--- src/rtl/l1_trigger_pkg.sv ---
// Shared types for the L1 trigger chain: event record, acceptance FSM states, widths.
package l1_trigger_pkg;

  localparam int unsigned TAG_W    = 16;
  localparam int unsigned SAMPLE_W = 8;

  typedef struct packed {
    logic [TAG_W-1:0]    tag;
    logic [SAMPLE_W-1:0] energy;
    logic [SAMPLE_W-1:0] isol;
  } l1_event_t;

  typedef enum logic {
    IDLE = 1'b0,
    DEAD = 1'b1
  } l1_state_e;

endpackage

--- src/rtl/l1_event_fifo.sv ---
// Synchronous FIFO of accepted L1 events; head is read combinationally from storage.
module l1_event_fifo
  import l1_trigger_pkg::*;
#(
  parameter int unsigned DEPTH = 8
) (
  input  logic      clk,
  input  logic      rst,
  input  logic      i_push,
  input  l1_event_t i_data,
  input  logic      i_pop,
  output l1_event_t o_head_c,
  output logic      o_full_c,
  output logic      o_empty_c
);

  localparam int unsigned AW = $clog2(DEPTH);

  logic [AW:0] r_wr_ptr;
  logic [AW:0] r_rd_ptr;
  l1_event_t   r_mem [DEPTH];

  // Storage is cleared on reset so the head reads zero after reset.
  always_ff @(posedge clk or posedge rst) begin
    if (rst) begin
      r_wr_ptr <= '0;
      r_rd_ptr <= '0;
      for (int i = 0; i < int'(DEPTH); i++) begin
        r_mem[i] <= '0;
      end
    end else begin
      if (i_push) begin
        r_mem[r_wr_ptr[AW-1:0]] <= i_data;
        r_wr_ptr                <= r_wr_ptr + (AW+1)'(1);
      end
      if (i_pop && !o_empty_c) begin
        r_rd_ptr <= r_rd_ptr + (AW+1)'(1);
      end
    end
  end

  assign o_head_c  = r_mem[r_rd_ptr[AW-1:0]];
  assign o_empty_c = (r_wr_ptr == r_rd_ptr);
  assign o_full_c  = (r_wr_ptr[AW] != r_rd_ptr[AW]) &&
                     (r_wr_ptr[AW-1:0] == r_rd_ptr[AW-1:0]);

endmodule

--- src/rtl/l1_accept_buffer.sv ---
// L1 accept stage: dead-time, prescale, event tagging and drop counting in front of an event FIFO.
module l1_accept_buffer
  import l1_trigger_pkg::*;
#(
  parameter int unsigned DEADTIME = 4,
  parameter int unsigned PRESCALE = 1,
  parameter int unsigned DEPTH    = 8
) (
  input  logic                clk,
  input  logic                rst,
  input  logic                trigger,
  input  logic [SAMPLE_W-1:0] energy,
  input  logic [SAMPLE_W-1:0] isol,
  output logic                out_valid,
  input  logic                out_ready,
  output logic [TAG_W-1:0]    out_tag,
  output logic [SAMPLE_W-1:0] out_energy,
  output logic [SAMPLE_W-1:0] out_isol,
  output logic                busy,
  output logic [TAG_W-1:0]    drop_count
);

  localparam int unsigned DC_W = (DEADTIME > 1) ? $clog2(DEADTIME + 1) : 1;
  localparam int unsigned PS_W = (PRESCALE > 1) ? $clog2(PRESCALE) : 1;

  l1_state_e        r_state;
  l1_state_e        w_state_nxt;
  logic [DC_W-1:0]  r_dead_cnt;
  logic [DC_W-1:0]  w_dead_nxt;
  logic [PS_W-1:0]  r_ps_cnt;
  logic [PS_W-1:0]  w_ps_nxt;
  logic [TAG_W-1:0] r_tag_cnt;
  logic [TAG_W-1:0] r_drop_cnt;
  logic             w_accept;
  logic             w_push;
  logic             w_pop;
  logic             w_full;
  logic             w_empty;
  l1_event_t        w_head;
  l1_event_t        w_wr_event;

  always_ff @(posedge clk or posedge rst) begin
    if (rst) begin
      r_state    <= IDLE;
      r_dead_cnt <= '0;
      r_ps_cnt   <= '0;
    end else begin
      r_state    <= w_state_nxt;
      r_dead_cnt <= w_dead_nxt;
      r_ps_cnt   <= w_ps_nxt;
    end
  end

  // Dead-time runs until the counter reads 1; eligible triggers feed the prescaler.
  always_comb begin
    w_state_nxt = r_state;
    w_dead_nxt  = r_dead_cnt;
    w_ps_nxt    = r_ps_cnt;
    w_accept    = 1'b0;
    case (r_state)
      IDLE: begin
        if (trigger) begin
          if (r_ps_cnt == PS_W'(PRESCALE - 1)) begin
            w_accept = 1'b1;
            w_ps_nxt = '0;
            if (DEADTIME > 0) begin
              w_state_nxt = DEAD;
              w_dead_nxt  = DC_W'(DEADTIME);
            end
          end else begin
            w_ps_nxt = r_ps_cnt + PS_W'(1);
          end
        end
      end
      DEAD: begin
        if (r_dead_cnt == DC_W'(1)) begin
          w_state_nxt = IDLE;
          w_dead_nxt  = '0;
        end else begin
          w_dead_nxt = r_dead_cnt - DC_W'(1);
        end
      end
      default: w_state_nxt = IDLE;
    endcase
  end

  // A pop frees the slot in the same edge, so a full FIFO can still take the write.
  assign w_pop  = out_valid && out_ready;
  assign w_push = w_accept && (!w_full || w_pop);

  always_ff @(posedge clk or posedge rst) begin
    if (rst) begin
      r_tag_cnt  <= '0;
      r_drop_cnt <= '0;
    end else if (w_accept) begin
      r_tag_cnt <= r_tag_cnt + TAG_W'(1);
      if (!w_push && (r_drop_cnt != {TAG_W{1'b1}})) begin
        r_drop_cnt <= r_drop_cnt + TAG_W'(1);
      end
    end
  end

  assign w_wr_event = '{tag: r_tag_cnt, energy: energy, isol: isol};

  l1_event_fifo #(
    .DEPTH (DEPTH)
  ) u_fifo (
    .clk       (clk),
    .rst       (rst),
    .i_push    (w_push),
    .i_data    (w_wr_event),
    .i_pop     (w_pop),
    .o_head_c  (w_head),
    .o_full_c  (w_full),
    .o_empty_c (w_empty)
  );

  assign out_valid  = !w_empty;
  assign out_tag    = w_head.tag;
  assign out_energy = w_head.energy;
  assign out_isol   = w_head.isol;
  assign busy       = (r_state == DEAD);
  assign drop_count = r_drop_cnt;

endmodule

--- config.mk ---
export PLATFORM = sky130hd
export DESIGN_NAME = l1_accept_buffer
export DESIGN_NICKNAME = d
export VERILOG_FILES = /design/src/rtl/l1_trigger_pkg.sv /design/src/rtl/l1_event_fifo.sv /design/src/rtl/l1_accept_buffer.sv
export SDC_FILE = /design/constraint.sdc
export NUM_CORES = 1
export LEC_CHECK = 0
export BUFFER_PORTS_ARGS = -buffer_cell sky130_fd_sc_hd__buf_2
export CAP_MARGIN = 20
export CORE_MARGIN = 8
export CORE_UTILIZATION = 34
export DETAILED_ROUTE_END_ITERATION = 16
export GPL_TIMING_DRIVEN = 1
export PLACE_DENSITY = 0.47
export SYNTH_ARGS = -nofsm -noshare
export SYNTH_HDL_FRONTEND = slang
export SYNTH_HIERARCHICAL = 1
export SYNTH_SLANG_ARGS = --single-unit
--- constraint.sdc ---
create_clock -name clk -period 11.86 [get_ports clk]
set_input_delay 2.372 -clock clk [delete_from_list [all_inputs] [get_ports clk]]
set_output_delay 2.372 -clock clk [all_outputs]
set_load 0.005 [all_outputs]
# ---- Word level (Yosys, flattened, before mapping)
# Index checks and enable logic that the tools add are counted.
dict set report totals {
  wordCells 79
  inputBits 20
  out_inout_bits 50
  reg_bits 301
}
dict set report classes {
  muxes 16
  n_addsub 6
  eq_ne 7
  order_cmp 3
  reduce_logical 13
  bitwise_logic 3
}
# operator n
set op_table {}
lappend op_table {{$bwmux 256} 1}
lappend op_table {{$bmux 32 s3} 1}
lappend op_table {{$demux 32 s3} 1}
lappend op_table {{$mux 32} 3}
lappend op_table {{$add 16x1->16 const B} 2}
lappend op_table {{$ne 16x16->1 const B} 1}
lappend op_table {{$mux 3} 3}
lappend op_table {{$add 4x1->4 const B} 2}
lappend op_table {{$ge 4x4->1 const B} 2}
lappend op_table {{$not 3->4} 2}
lappend op_table {{$logic_and 1x1->1} 6}
lappend op_table {{$pmux 3 s2} 1}
lappend op_table {{$reduce_and 2->1} 3}
lappend op_table {{$mux 1} 5}
lappend op_table {{$eq 4x4->1} 1}
lappend op_table {{$lt 4x1->1 const B} 1}
lappend op_table {{$ne 2x2->1 const B} 2}
lappend op_table {{$eq 3x1->1 const B} 1}
lappend op_table {{$eq 3x3->1} 1}
lappend op_table {{$logic_not 1->1} 3}
lappend op_table {{$sub 3x1->3 const B} 1}
lappend op_table {{$pmux 1 s2} 1}
lappend op_table {{$add 1x1->1 const B} 1}
lappend op_table {{$logic_or 1x1->1} 1}
lappend op_table {{other kinds (2)} 2}

# ---- Depth between registers and ports, before layout
dict set report depth {
  word_depth 8
  ltp_mapped 11
  depth_no_buf 7
}

# ---- Modules after synthesis
# The synthesis kept the hierarchy.
# module cells_each area_per_inst_um2 seq_area_each_um2 n_inst
set modules_own_cells {}
lappend modules_own_cells {l1_event_fifo 700 11928.9 6606.3 1}
lappend modules_own_cells {l1_accept_buffer 158 1727.9 900.9 1}

# ---- Worst setup path after synthesis
# No wires, ideal clock.
dict set report synth_timing {
  path_type {register to output}
  from {register u_fifo.r_rd_ptr[0]}
  to {output port out_isol[0]}
  t_required_ps 9488
  arrival_time_ps 1531
  path_stages_with_launch 5
  slack_ps 7957
  path_buffers 2
  cell_sequence {dfrtp_1 > buf_6 > buf_2 > mux4_2 > mux2_4}
}
dict set report synth_between {
  elab_chain_cells 4
}
# element line
set synth_lines {}
lappend synth_lines {{from (decl)} l1_event_fifo.sv:20} ;# logic [AW:0] r_rd_ptr;
lappend synth_lines {{from (signal assigned)} l1_event_fifo.sv:37} ;# r_rd_ptr <= r_rd_ptr + (AW+1)'(1);
lappend synth_lines {{$not 3->4 (not written as such)} l1_event_fifo.sv:42} ;# assign o_head_c = r_mem[r_rd_ptr[AW-1:0]];
lappend synth_lines {{$bmux 32 s3} l1_event_fifo.sv:42}
lappend synth_lines {{$mux 32 (not written as such) (2 in series)} l1_event_fifo.sv:42}
lappend synth_lines {{to (decl)} l1_accept_buffer.sv:18} ;# output logic [SAMPLE_W-1:0] out_isol,
# No other way between the ends. The select of a mux whose other input is x is not followed.

# ---- Worst setup path after layout
dict set report layout_timing {
  from {register u_fifo.r_rd_ptr[0]}
  to {output port out_tag[11]}
}
dict set report layout_between {
  elab_chain_cells 4
}
# element line
set layout_lines {}
lappend layout_lines {{$not 3->4 (not written as such)} l1_event_fifo.sv:42}
lappend layout_lines {{$bmux 32 s3} l1_event_fifo.sv:42}
lappend layout_lines {{$mux 32 (not written as such) (2 in series)} l1_event_fifo.sv:42}
lappend layout_lines {{to (decl)} l1_accept_buffer.sv:16} ;# output logic [TAG_W-1:0] out_tag,
# No other way between the ends. The select of a mux whose other input is x is not followed.

==> impl_metrics.ini <==
[power_and_ir_drop]
vdd_drop_max_mv = 0.115
leakagePower_nw = 7.45
p_per_area_mw_per_mm2 = 229

[route]
firstDrtPassIters = 4
wirelength_mm = 30.6
via_per_inst = 5.01
drc = 0
drt-wirelength-per-cell_um = 20.7
drtIter0Drc = 292
vias = 7425
drtAntennaViolNets = 0

[synthesis]
yosys_warnings = 6
syn_area_mm2 = 0.0137
netlist-cell-type-count = 49
yosysSeqAreaShare_pct = 55.0
ys.flop_type = dfrtp_1
synth_seq_cells = 300
syn_nets = 884
synthArstFlopShare_pct = 100
postSynthAreaPerCell_um2 = 15.9
synth_edf_count = 0
syn_inst = 858

[layout]
finish.instance_area_mm2 = 0.0157
syn_to_final_growth_pct = 14.9
num-nets-final = 960
final_util_pct = 39.5
diodes = 0
drive_gt1_share_pct = 51.9

[worst_hold_path]
hold_class = flop to flop
hold_depth = 1

[clock_tree]
clock_sinks = 300
path_clk_slew_ns = 0.06
cts_resized = 0
root_buffer = clkbuf_16
clkLatencyLatePin_ns = 0.53
numCtsBuffers = 37
hold_buffers = 0
cts_htree_levels = 2
clock_path_buffers = 3
tritoncts = yes
post-cts-setup-buffers = 0

[grt]
track_usage_pct = 13.4
grt_pass1_wl_mm = 49.6
grt_pass1_vias = 8135
grt-ovfl-total = 0
grt_max_degree = 130
antenna_found_initial = 0

[timing]
whs_ns = 0.479
period_share_pct = 47.0
setup_tns_ns = 0
slew_violations = 0
worst_slack_ns = 6.28
max_slew_margin_pct = 34.9
setup-violations-final = 0
period_minus_slack_ns = 5.58
skew_ns = 0.0103
hold_viol = 0
worst_slew_pin_slew_ns = 0.974
rsz0062_at_grt = no
max_freq_mhz = 179

[setup_path]
worst-setup-path-type = flop to output pin
critPathMaxFanout = 41
worstPathArrival_ns = 3.21
cpPeakStageDelay_ns = 0.83
cp-end-kind = output pin
crit_chain = buf_4 -> mux4_2 -> mux2_2 -> buf_2
r2r_cells = 9
cp_data_required_time_ns = 9.49
cp-start-kind = flop
slowest_stage = dfrtp_4

[job]
cap_violations = 0

[floorplanning]
start_util_pct = 34.4
dieArea_mm2 = 0.0468
rows = 73
fp.coreArea_mm2 = 0.0397
die_w_um = 216
io_pins = 70
die_y_um = 216

[placed_design]
dpl.hpwl_mm = 18.3
dp_slack_ns = 6.52
port_buffers = 69
place_area_mm2 = 0.0145
gp_congestion = 0.720

[run_status]
status = finished, final reports clean
-- metrics by stage --
stage / power, W / std cells
2_1_floorplan: 0.00226 / 858
3_3_place_gp: 0.00255 / 1420
3_5_place_dp: 0.00256 / 1420
4_1_cts: 0.00367 / 1483
5_1_grt: 0.00382 / 1483
6_report: 0.00359 / 1483
-- cell families after synthesis --
| group | after synthesis | synth area share (%) |
|---|---|---|
| xor+xnor | 39 | 2.50 |
| flops | 300 | 55.0 |
| buf+inv | 60 | 2.55 |
| simple gates | 88 | 4.09 |
| compound gates | 10 | 0.522 |
| fa+ha+maj | 6 | 0.550 |
| mux | 355 | 34.8 |
-- worst paths after layout --
| kind | from | end | slack (ns) |
|---|---|---|---|
| hold reg to reg | u_fifo/r_mem[172]$_DFFE_PP0P_ | u_fifo/r_mem[172]$_DFFE_PP0P_ | 0.48 |
| setup / recovery | u_fifo/r_rd_ptr[0]$_DFFE_PP0P_ | out_tag[11] | 6.28 |
| min in group asynchronous | rst | drop_count[2]$_DFFE_PP0P_ | 2.00 |
| hold / removal | u_fifo/r_mem[172]$_DFFE_PP0P_ | u_fifo/r_mem[172]$_DFFE_PP0P_ | 0.48 |
| max in group asynchronous | rst | u_fifo/r_mem[97]$_DFFE_PP0P_ | 7.52 |
| setup reg to reg | u_fifo/r_rd_ptr[0]$_DFFE_PP0P_ | u_fifo/r_mem[184]$_DFFE_PP0P_ | 6.86 |
-- state kept, by name, indices dropped and copies added, names as in the netlist --
name             flops
u_fifo/r_wr_ptr      4
r_tag_cnt           16
r_dead_cnt           3
u_fifo/r_mem       256
busy                 1
drop_count          16
u_fifo/r_rd_ptr      4
-- cells in the mapped netlist (3+ instances only) --
master      n  share of area (%)
mux2_4     10                1.1
dfrtp_1   300                 55
nand3_1    11               0.40
and4_1      3               0.19
nand4b_1    3               0.19
ha_1        6               0.55
xnor2_1    15               0.96
mux2_1     12               0.99
mux4_2     64                 11
mux2_2    269                 22
inv_1      12               0.33
xor2_1     24                1.5
nor2_1      6               0.16
nand4_1     8               0.37
nand2_1    18               0.49
nor3_2      4               0.29
nor3_1     11               0.40
nor4_1      6               0.27
buf_4       8               0.44
buf_2      32                1.2
-- power breakdown --
part,total [W],internal (W),switching (W)
registers,0.00152,0.00130,0.000226
clock network,0.00109,0.000666,0.000420
logic,0.000984,0.000595,0.000389
-- worst max-delay path: cells and delay by family, from the launching register on --
kind | cells | cell delay [ns]
buffers and inverters | 2 | 0.90
multiplexers | 2 | 0.90
flip-flops | 1 | 0.83
-- placed cells by master (no fill, tap or decap), drive strengths merged, types with 2 or more instances in the layout --
cell / netlist / layout
nand4b: 3 / 3
and3: 2 / 2
xor2: 24 / 24
nor2: 6 / 6
clkinv: 0 / 3
inv: 12 / 12
xnor2: 15 / 15
mux2: 291 / 291
nor3: 15 / 15
nand2b: 3 / 3
dfrtp: 300 / 300
o21ai: 2 / 2
clkbuf: 2 / 59
nor4: 7 / 7
ha: 6 / 6
a21oi: 2 / 2
nor3b: 3 / 3
and4: 3 / 3
nand3: 12 / 12
mux4: 64 / 64
nand4: 9 / 9
buf: 46 / 85
nand2: 18 / 18
-- layer usage --
metal / GRT usage (%) / vias up / wire length (um)
li1: - / 3351 / -
met1: 18.1 / 3939 / 14200
met3: 2.27 / 42 / 982
met2: 21.8 / 93 / 14800
met5: 0 / - / 0
met4: 4.19 / 0 / 626
-- area by class of cell --
type / count / area [um^2]
inverters: 12 / 52.6
flip-flops and latches: 300 / 7520
clock inverters: 4 / 48.8
multi-input cells: 498 / 5830
clock buffers: 59 / 1120
repair buffers: 85 / 465
well taps: 525 / 657
fillers: 3725 / 24000
Note: power is estimated with default switching activity, not from simulation.
